**src/rtl/robot_status_pkg.sv**
```systemverilog
// ----------------------------------------------------------------------------
// robot_status_pkg
// Shared definitions for the robot status path: the 4-bit one-hot status codes
// understood by the seven-segment display decoder, the overcurrent FSM state
// type, and the sensor priority helper used by the code mux.
// ----------------------------------------------------------------------------
package robot_status_pkg;

  // Status codes shared with the display decoder.
  localparam logic [3:0] CODE_NONE   = 4'b0000;
  localparam logic [3:0] CODE_LEFT   = 4'b1000;
  localparam logic [3:0] CODE_CENTER = 4'b0100;
  localparam logic [3:0] CODE_RIGHT  = 4'b0010;
  localparam logic [3:0] CODE_OC     = 4'b0001;

  // Indices of the debounced inputs inside the top-level input vector.
  localparam int IDX_L  = 0;
  localparam int IDX_C  = 1;
  localparam int IDX_R  = 2;
  localparam int IDX_OC = 3;
  localparam int NUM_INPUTS = 4;

  typedef enum logic [1:0] {
    S_RUN      = 2'd0,
    S_OC_HOLD  = 2'd1,
    S_OC_LATCH = 2'd2
  } oc_state_t;

  // Line-sensor code with priority centre > left > right.
  function automatic logic [3:0] sensor_code(input logic deb_l,
                                             input logic deb_c,
                                             input logic deb_r);
    logic [3:0] code;
    if (deb_c) begin
      code = CODE_CENTER;
    end else if (deb_l) begin
      code = CODE_LEFT;
    end else if (deb_r) begin
      code = CODE_RIGHT;
    end else begin
      code = CODE_NONE;
    end
    return code;
  endfunction

endpackage

```
**src/rtl/input_debouncer.sv**
```systemverilog
// ----------------------------------------------------------------------------
// input_debouncer
// Two-flop synchroniser followed by a counting debouncer. The debounced level
// only follows the synchronised input after the two have disagreed for
// DEBOUNCE_CYCLES consecutive cycles; any shorter excursion is discarded.
//
// Ports
//   clk    in  system clock
//   rst    in  asynchronous active-high reset
//   raw_i  in  raw asynchronous input
//   deb_o  out debounced, clk-synchronous level
// ----------------------------------------------------------------------------
module input_debouncer #(
  parameter int DEBOUNCE_CYCLES = 1_000_000
) (
  input  logic clk,
  input  logic rst,
  input  logic raw_i,
  output logic deb_o
);

  localparam int CW = $clog2(DEBOUNCE_CYCLES + 1);
  // Count value at which the disagreement has lasted DEBOUNCE_CYCLES cycles.
  localparam logic [CW-1:0] CNT_LAST = CW'(DEBOUNCE_CYCLES - 1);

  logic          sync1_q;
  logic          sync2_q;
  logic          deb_q;
  logic          deb_d;
  logic [CW-1:0] cnt_q;
  logic [CW-1:0] cnt_d;

  always_comb begin
    deb_d = deb_q;
    cnt_d = cnt_q;
    if (sync2_q == deb_q) begin
      cnt_d = '0;
    end else if (cnt_q >= CNT_LAST) begin
      // Disagreement has persisted long enough: accept the new level.
      deb_d = sync2_q;
      cnt_d = '0;
    end else begin
      cnt_d = cnt_q + 1'b1;
    end
  end

  always_ff @(posedge clk or posedge rst) begin
    if (rst) begin
      sync1_q <= 1'b0;
      sync2_q <= 1'b0;
      deb_q   <= 1'b0;
      cnt_q   <= '0;
    end else begin
      sync1_q <= raw_i;
      sync2_q <= sync1_q;
      deb_q   <= deb_d;
      cnt_q   <= cnt_d;
    end
  end

  assign deb_o = deb_q;

endmodule

```
**src/rtl/robot_status_encoder.sv**
```systemverilog
// ----------------------------------------------------------------------------
// robot_status_encoder
// Feeds the seven-segment status display. Debounces the three line sensors
// and the overcurrent comparator, runs the overcurrent hold/latch FSM and
// registers the resulting 4-bit status code.
//
// Ports
//   clk           in  system clock (sole domain)
//   rst           in  asynchronous active-high reset
//   sens_l/c/r    in  raw line sensors, active-high, asynchronous
//   oc_in         in  raw overcurrent comparator, active-high, asynchronous
//   oc_clear      in  level request to clear a latched overcurrent
//   number        out registered status code
//   code_changed  out one-cycle pulse in the first cycle number shows a new value
//   oc_flag       out high while the FSM is in S_OC_HOLD or S_OC_LATCH
// ----------------------------------------------------------------------------
module robot_status_encoder
  import robot_status_pkg::*;
#(
  parameter int DEBOUNCE_CYCLES = 1_000_000,
  parameter int OC_HOLD_CYCLES  = 50_000_000
) (
  input  logic       clk,
  input  logic       rst,
  input  logic       sens_l,
  input  logic       sens_c,
  input  logic       sens_r,
  input  logic       oc_in,
  input  logic       oc_clear,
  output logic [3:0] number,
  output logic       code_changed,
  output logic       oc_flag
);

  localparam int HW = $clog2(OC_HOLD_CYCLES + 1);
  localparam logic [HW-1:0] HOLD_LOAD = HW'(OC_HOLD_CYCLES - 1);

  logic [NUM_INPUTS-1:0] raw_vec;
  logic [NUM_INPUTS-1:0] deb_vec;

  assign raw_vec[IDX_L]  = sens_l;
  assign raw_vec[IDX_C]  = sens_c;
  assign raw_vec[IDX_R]  = sens_r;
  assign raw_vec[IDX_OC] = oc_in;

  generate
    for (genvar gi = 0; gi < NUM_INPUTS; gi++) begin : g_deb
      input_debouncer #(
        .DEBOUNCE_CYCLES(DEBOUNCE_CYCLES)
      ) u_deb (
        .clk  (clk),
        .rst  (rst),
        .raw_i(raw_vec[gi]),
        .deb_o(deb_vec[gi])
      );
    end
  endgenerate

  logic deb_oc;
  assign deb_oc = deb_vec[IDX_OC];

  oc_state_t     state_q;
  oc_state_t     state_d;
  logic [HW-1:0] hold_q;
  logic [HW-1:0] hold_d;
  logic [3:0]    number_q;
  logic [3:0]    number_d;
  logic          code_changed_q;
  logic          oc_flag_q;

  // Next-state and hold counter.
  always_comb begin
    state_d = state_q;
    hold_d  = hold_q;
    case (state_q)
      S_RUN: begin
        if (deb_oc) begin
          state_d = S_OC_HOLD;
          hold_d  = HOLD_LOAD;
        end
      end
      S_OC_HOLD: begin
        // oc_clear deliberately has no effect while holding.
        if (hold_q == '0) begin
          state_d = deb_oc ? S_OC_LATCH : S_RUN;
        end else begin
          hold_d = hold_q - 1'b1;
        end
      end
      S_OC_LATCH: begin
        if (!deb_oc && oc_clear) begin
          state_d = S_RUN;
        end
      end
      default: begin
        state_d = S_RUN;
      end
    endcase
  end

  // The code follows the next state so that number, oc_flag and the FSM
  // state all change on the same edge; the S_RUN cycle in which deb_oc rises
  // already selects the overcurrent code.
  always_comb begin
    if (state_d != S_RUN) begin
      number_d = CODE_OC;
    end else begin
      number_d = sensor_code(deb_vec[IDX_L], deb_vec[IDX_C], deb_vec[IDX_R]);
    end
  end

  always_ff @(posedge clk or posedge rst) begin
    if (rst) begin
      state_q        <= S_RUN;
      hold_q         <= '0;
      number_q       <= CODE_NONE;
      code_changed_q <= 1'b0;
      oc_flag_q      <= 1'b0;
    end else begin
      state_q        <= state_d;
      hold_q         <= hold_d;
      number_q       <= number_d;
      code_changed_q <= (number_d != number_q);
      oc_flag_q      <= (state_d != S_RUN);
    end
  end

  assign number       = number_q;
  assign code_changed = code_changed_q;
  assign oc_flag      = oc_flag_q;

endmodule

```
**config.mk**
```make
export PLATFORM = sky130hd
export DESIGN_NAME = robot_status_encoder
export DESIGN_NICKNAME = d
export VERILOG_FILES = /design/src/rtl/robot_status_pkg.sv /design/src/rtl/input_debouncer.sv /design/src/rtl/robot_status_encoder.sv
export SDC_FILE = /design/constraint.sdc
export NUM_CORES = 1
export LEC_CHECK = 0
export CAP_MARGIN = 40
export CELL_PAD_IN_SITES_DETAIL_PLACEMENT = 1
export CELL_PAD_IN_SITES_GLOBAL_PLACEMENT = 1
export CORE_ASPECT_RATIO = 0.7
export CORE_MARGIN = 2
export CORE_UTILIZATION = 49
export DETAILED_ROUTE_END_ITERATION = 6
export PLACE_DENSITY = 0.88
export SLEW_MARGIN = 20
export SYNTH_ARGS = -nofsm -noshare
export SYNTH_HDL_FRONTEND = slang
export SYNTH_SLANG_ARGS = --single-unit
```
**constraint.sdc**
```tcl
create_clock -name clk -period 5.1 [get_ports clk]
set_input_delay 0.765 -clock clk [delete_from_list [all_inputs] [get_ports clk]]
set_output_delay 0.765 -clock clk [all_outputs]
set_load 0.02 [all_outputs]
```
* Yosys cells after proc, flatten, opt, wreduce, memory -nomap -nowiden
Index checks and enable logic that the tools add are counted. W data, S select, Z words.
Word-level totals: register bits after elaboration 126, input port bits 7, logic and storage cells 74
Operators by class: add/subtract/negate cells 5, order comparisons 4, equal/unequal tests 9, multiplexer cells 20, bitwise operators 4, reductions and logical operators 11
Operators by type and width (number):
- $mux W20 | 8
- $add A20 B1 Y20 const B | 4
- $ge A20 B20 Y1 const B | 4
- $mux W26 | 2
- $pmux W26 S2 | 1
- $logic_not A26 Y1 | 1
- $sub A26 B1 Y26 const B | 1
- $mux W4 | 3
- $mux W2 | 5
- $reduce_and A2 Y1 | 4
- $pmux W2 S3 | 1
- $eq A1 B1 Y1 | 4
- $ne A4 B4 Y1 | 1
- $not A1 Y1 | 4
- $reduce_bool A2 Y1 | 2
- $reduce_and A3 Y1 | 1
- $eq A2 B1 Y1 const B | 1
- $eq A2 B2 Y1 const B | 1
- $logic_not A2 Y1 | 1
- $ne A2 B1 Y1 const B | 1
- $ne A2 B2 Y1 const B | 1
- $logic_and A1 B1 Y1 | 1
- $logic_not A1 Y1 | 1

* Depth between registers and ports, before layout
depth in word-level cells 7, mapped depth 9, gate-level depth less buffers 7

* Modules after synthesis
A second synthesis with hierarchy kept.
Second synthesis, totals: cell total of the unflattened synthesis 619, area, all modules 6324.8 um2
By module, submodules not included:
- input_debouncer | times used 4, cells an instance 106, area an instance 1126.1 um2, seq. area each 575.6 um2
- robot_status_encoder | times used 1, cells an instance 195, area an instance 1820.5 um2, seq. area each 825.8 um2

* Worst setup path before layout
OpenSTA, ideal clock, no wires.
path type reg-to-reg, start register hold_q[13], end register hold_q[21], setup time 0.130 ns, arrival 2.032 ns, data required time 4.970 ns, slack 2.938 ns, cell stages (with the launch flop) 6, path buffers 0, clock period less this slack 2.162 ns, path through dfrtp_1 -> or4_4 -> or4_4 -> a2111oi_2 -> xnor2_1 -> nand2_1
On the way: longest elaborated chain between the ends 3
RTL lines:
- start, declared | line robot_status_encoder.sv:64 | logic [HW-1:0] hold_q;
- start signal, assigned | line robot_status_encoder.sv:121 | hold_q <= hold_d;
- $sub A26 B1 Y26 / $logic_not A26 Y1 (equally long branches) | line robot_status_encoder.sv:87, robot_status_encoder.sv:84
- $mux W26 / $ne A2 B2 Y1 (equally long branches)
- $pmux W26 S2 / $reduce_and A3 Y1 (equally long branches)
Several ways; a longest one is shown, not always the timed one. The select of a mux whose other input is x is not followed. A chain may end at the register's enable or synchronous reset.

* Worst setup path in the final report
start register hold_q[13], end register hold_q[13]
The elaborated chain is that of the path after synthesis.

==> flow_metrics.tcl <==
set metrics [dict create \
    wire_per_inst_um 19.4 \
    clk_pin_slew_worst_paths_ps 50 \
    drtPass1Iterations 4 \
    netlist_area_um2 6170 \
    first_iter_violations 245 \
    ys_types 51 \
    cts_resized 0 \
    yosysTopAreaCellShare 0.507 \
    antenna_found_initial 0 \
    cpPeakStageDelay_ps 760 \
    min_from "g_deb[1].u_deb.sync1_q" \
    ir_drop_mv 0.257 \
    slowest_stage "nor4_4" \
    clockBufferDepth 2 \
    final.setup_skew_ps 8.96 \
    setup_ws_ps 2350 \
    cts_hold_buf 0 \
    vias 4892 \
    post-place-cells 796 \
    drive_above_1_share 0.0879 \
    place_hpwl_um 10100 \
    hold_viol_final 0 \
    dpl_worst_slack_ps 2270 \
    synth_ff_type "dfrtp_1" \
    viasPerCell 5.87 \
    crit_arrival_ps 3080 \
    synth.most_common_cell "dfrtp_1" \
    path_buf_inv 0 \
    fillCellCount 1368 \
    cp_top_family "simple AND/OR/NAND/NOR gates" \
    multi_input_area_um2 2890 \
    period_share 0.538 \
    die_w_um 138 \
    crit_type "flip-flop to flip-flop" \
    setup_violations 0 \
    track_usage 0.252 \
    yosys_warnings 0 \
    place_congestion 0.848 \
    area_growth_pct 15.0 \
    max_cap_violations 0 \
    grt_pass1_wl_um 27400 \
    ys_top_cells_by_area "dfrtp_1, nor2_1, xnor2_1" \
    core_um2 12300 \
    synth_nets 646 \
    start_kind "flip-flop" \
    async_reset_ff_frac 1.00 \
    grt_pass1_vias 5336 \
    cts.sinks 125 \
    io_buffers 12 \
    crit_path_start "hold_q[13]" \
    drc 0 \
    num_antenna_cells 0 \
    r2r-start "hold_q[13]" \
    synthTopCellsByCount "dfrtp_1, nor2_1, nand2_1" \
    status "finished clean" \
    relSlewSlack 0.408 \
    power_density_nw_per_um2 345 \
    synth_area_leader_cell "dfrtp_1" \
    critPathMaxFanout 16 \
    path_cells "or4_4 > nor4_4 > nand3_1 > and3_1 > o21ai_1" \
    cts_setup_buffers 0 \
    insertion_delay_ps 420 \
    rsz0062_at_grt "no" \
    ys_seq_elements 125 \
    min_path_type "flip-flop to flip-flop" \
    synth_enable_flop_cells 0 \
    die_height_um 97.9 \
    post-route-util 0.575 \
    min_period_ps 2750 \
    fmax_ghz 0.364 \
    fin_setup_tns_ps 0 \
    required_ps 5430 \
    wirelength_um 16200 \
    syn_inst 634 \
    syn_avg_cell_area_um2 9.73 \
    seqCellArea_um2 3130 \
    cp-end-kind "flip-flop" \
    htreeDepth 4 \
    p_leak_nw 3.18 \
    ys_seq_area_frac 0.507 \
    num_rows 34 \
    grt_max_degree 41 \
    initial_utilization 0.500 \
    root_buffer "clkbuf_16" \
    boundaryPins 13 \
    cts_buffers 17 \
    dieArea_um2 13500 \
    worst_slew_pin_slew_ps 882 \
    overflow 0 \
    nets 670 \
    cts_tree "yes" \
    stdcell_count 833 \
    ant_nets 0 \
    slew_viol_final 0 \
]
==> through the flow <==
stage	power, W	instance area (um^2)	hold WS [ps]
global route	0.00253	7090	352
CTS	0.00246	7070	349
floorplan	0.00117	6170	331
global placement	0.00120	6440	333
detailed placement	0.00121	6460	336
finish	0.00245	7090	347
==> metal layers <==
| metal | share of wire | GRT usage | wire length [um] | vias up |
|---|---|---|---|---|
| met5 | 0 | 0 | 0 | - |
| met4 | 0.015 | 0.0879 | 240 | 0 |
| met3 | 0.021 | 0.0520 | 343 | 21 |
| met2 | 0.52 | 0.447 | 8410 | 60 |
| met1 | 0.44 | 0.310 | 7210 | 2536 |
| li1 | - | - | - | 2275 |
==> layout by cell type, fill, tap and decap left out, types with 4 or more instances in the layout <==
cell type / n
o21ai_1: 7
nand2_1: 47
nor4_1: 16
a21oi_1: 10
clkbuf_16: 17
nand4_1: 24
and3_1: 15
ha_1: 5
nor2_1: 124
and4_1: 7
or4_4: 4
clkdlybuf4s50_1: 12
nor3_1: 15
nand4b_1: 7
buf_4: 6
xnor2_1: 45
dfrtp_1: 125
o21ai_0: 5
a211oi_1: 4
clkinvlp_4: 4
inv_1: 14
nand3_1: 38
a31oi_1: 15
xor2_1: 45
==> worst reg2reg max path, cell delays in order, from the launching register on <==
cell and delay [ps]:
dfrtp_1 400, or4_4 610, nor4_4 760, nand3_1 440
and3_1 310, o21ai_1 150
==> sequential cells by signal, summed over array words and instances, names as in the netlist <==
register and cells:
g_deb.u_deb.cnt_q 80, hold_q 26, g_deb.u_deb.deb_o 4, g_deb.u_deb.sync1_q 4
g_deb.u_deb.sync2_q 4, number 4, state_q 2, code_changed 1
==> where the power goes <==
part           switching (W)  internal, W  total (W)
combinational      0.0000689    0.0000457   0.000115
clock               0.000453     0.000793    0.00125
sequential         0.0000551      0.00103    0.00109
==> worst paths after layout <==
path	endpoint	slack (ps)	cells after the start
hold reg to reg	g_deb[1].u_deb.sync2_q	350	0
setup reg to reg	hold_q[13]	2350	5
min in group asynchronous	g_deb[2].u_deb.cnt_q[3]	710	2
hold / removal	g_deb[1].u_deb.sync2_q	350	0
setup / recovery	hold_q[13]	2350	5
max in group asynchronous	g_deb[1].u_deb.cnt_q[17]	3600	3
==> cells by family after synthesis <==
group                      count (synthesis)  synth area share
AOI/OAI and AO/OA                         65            0.0736
muxes                                      1           0.00183
and+or+nand+nor                          314             0.255
buffers and inverters                     34            0.0247
xor gates and xnor gates                  90             0.128
adders and majority gates                  5            0.0101
DFF                                      125             0.507
==> cell type report <==
| class | count | share of cell area |
|---|---|---|
| Clock buffer | 22 | 0.0654 |
| Clock inverter | 10 | 0.0196 |
| Inverter | 15 | 0.00829 |
| Multi-Input combinational cell | 475 | 0.407 |
| Sequential cell | 125 | 0.441 |
| Tap cell | 162 | 0.0286 |
| Timing Repair Buffer | 24 | 0.0300 |
Note: power is estimated with default switching activity, not from simulation.
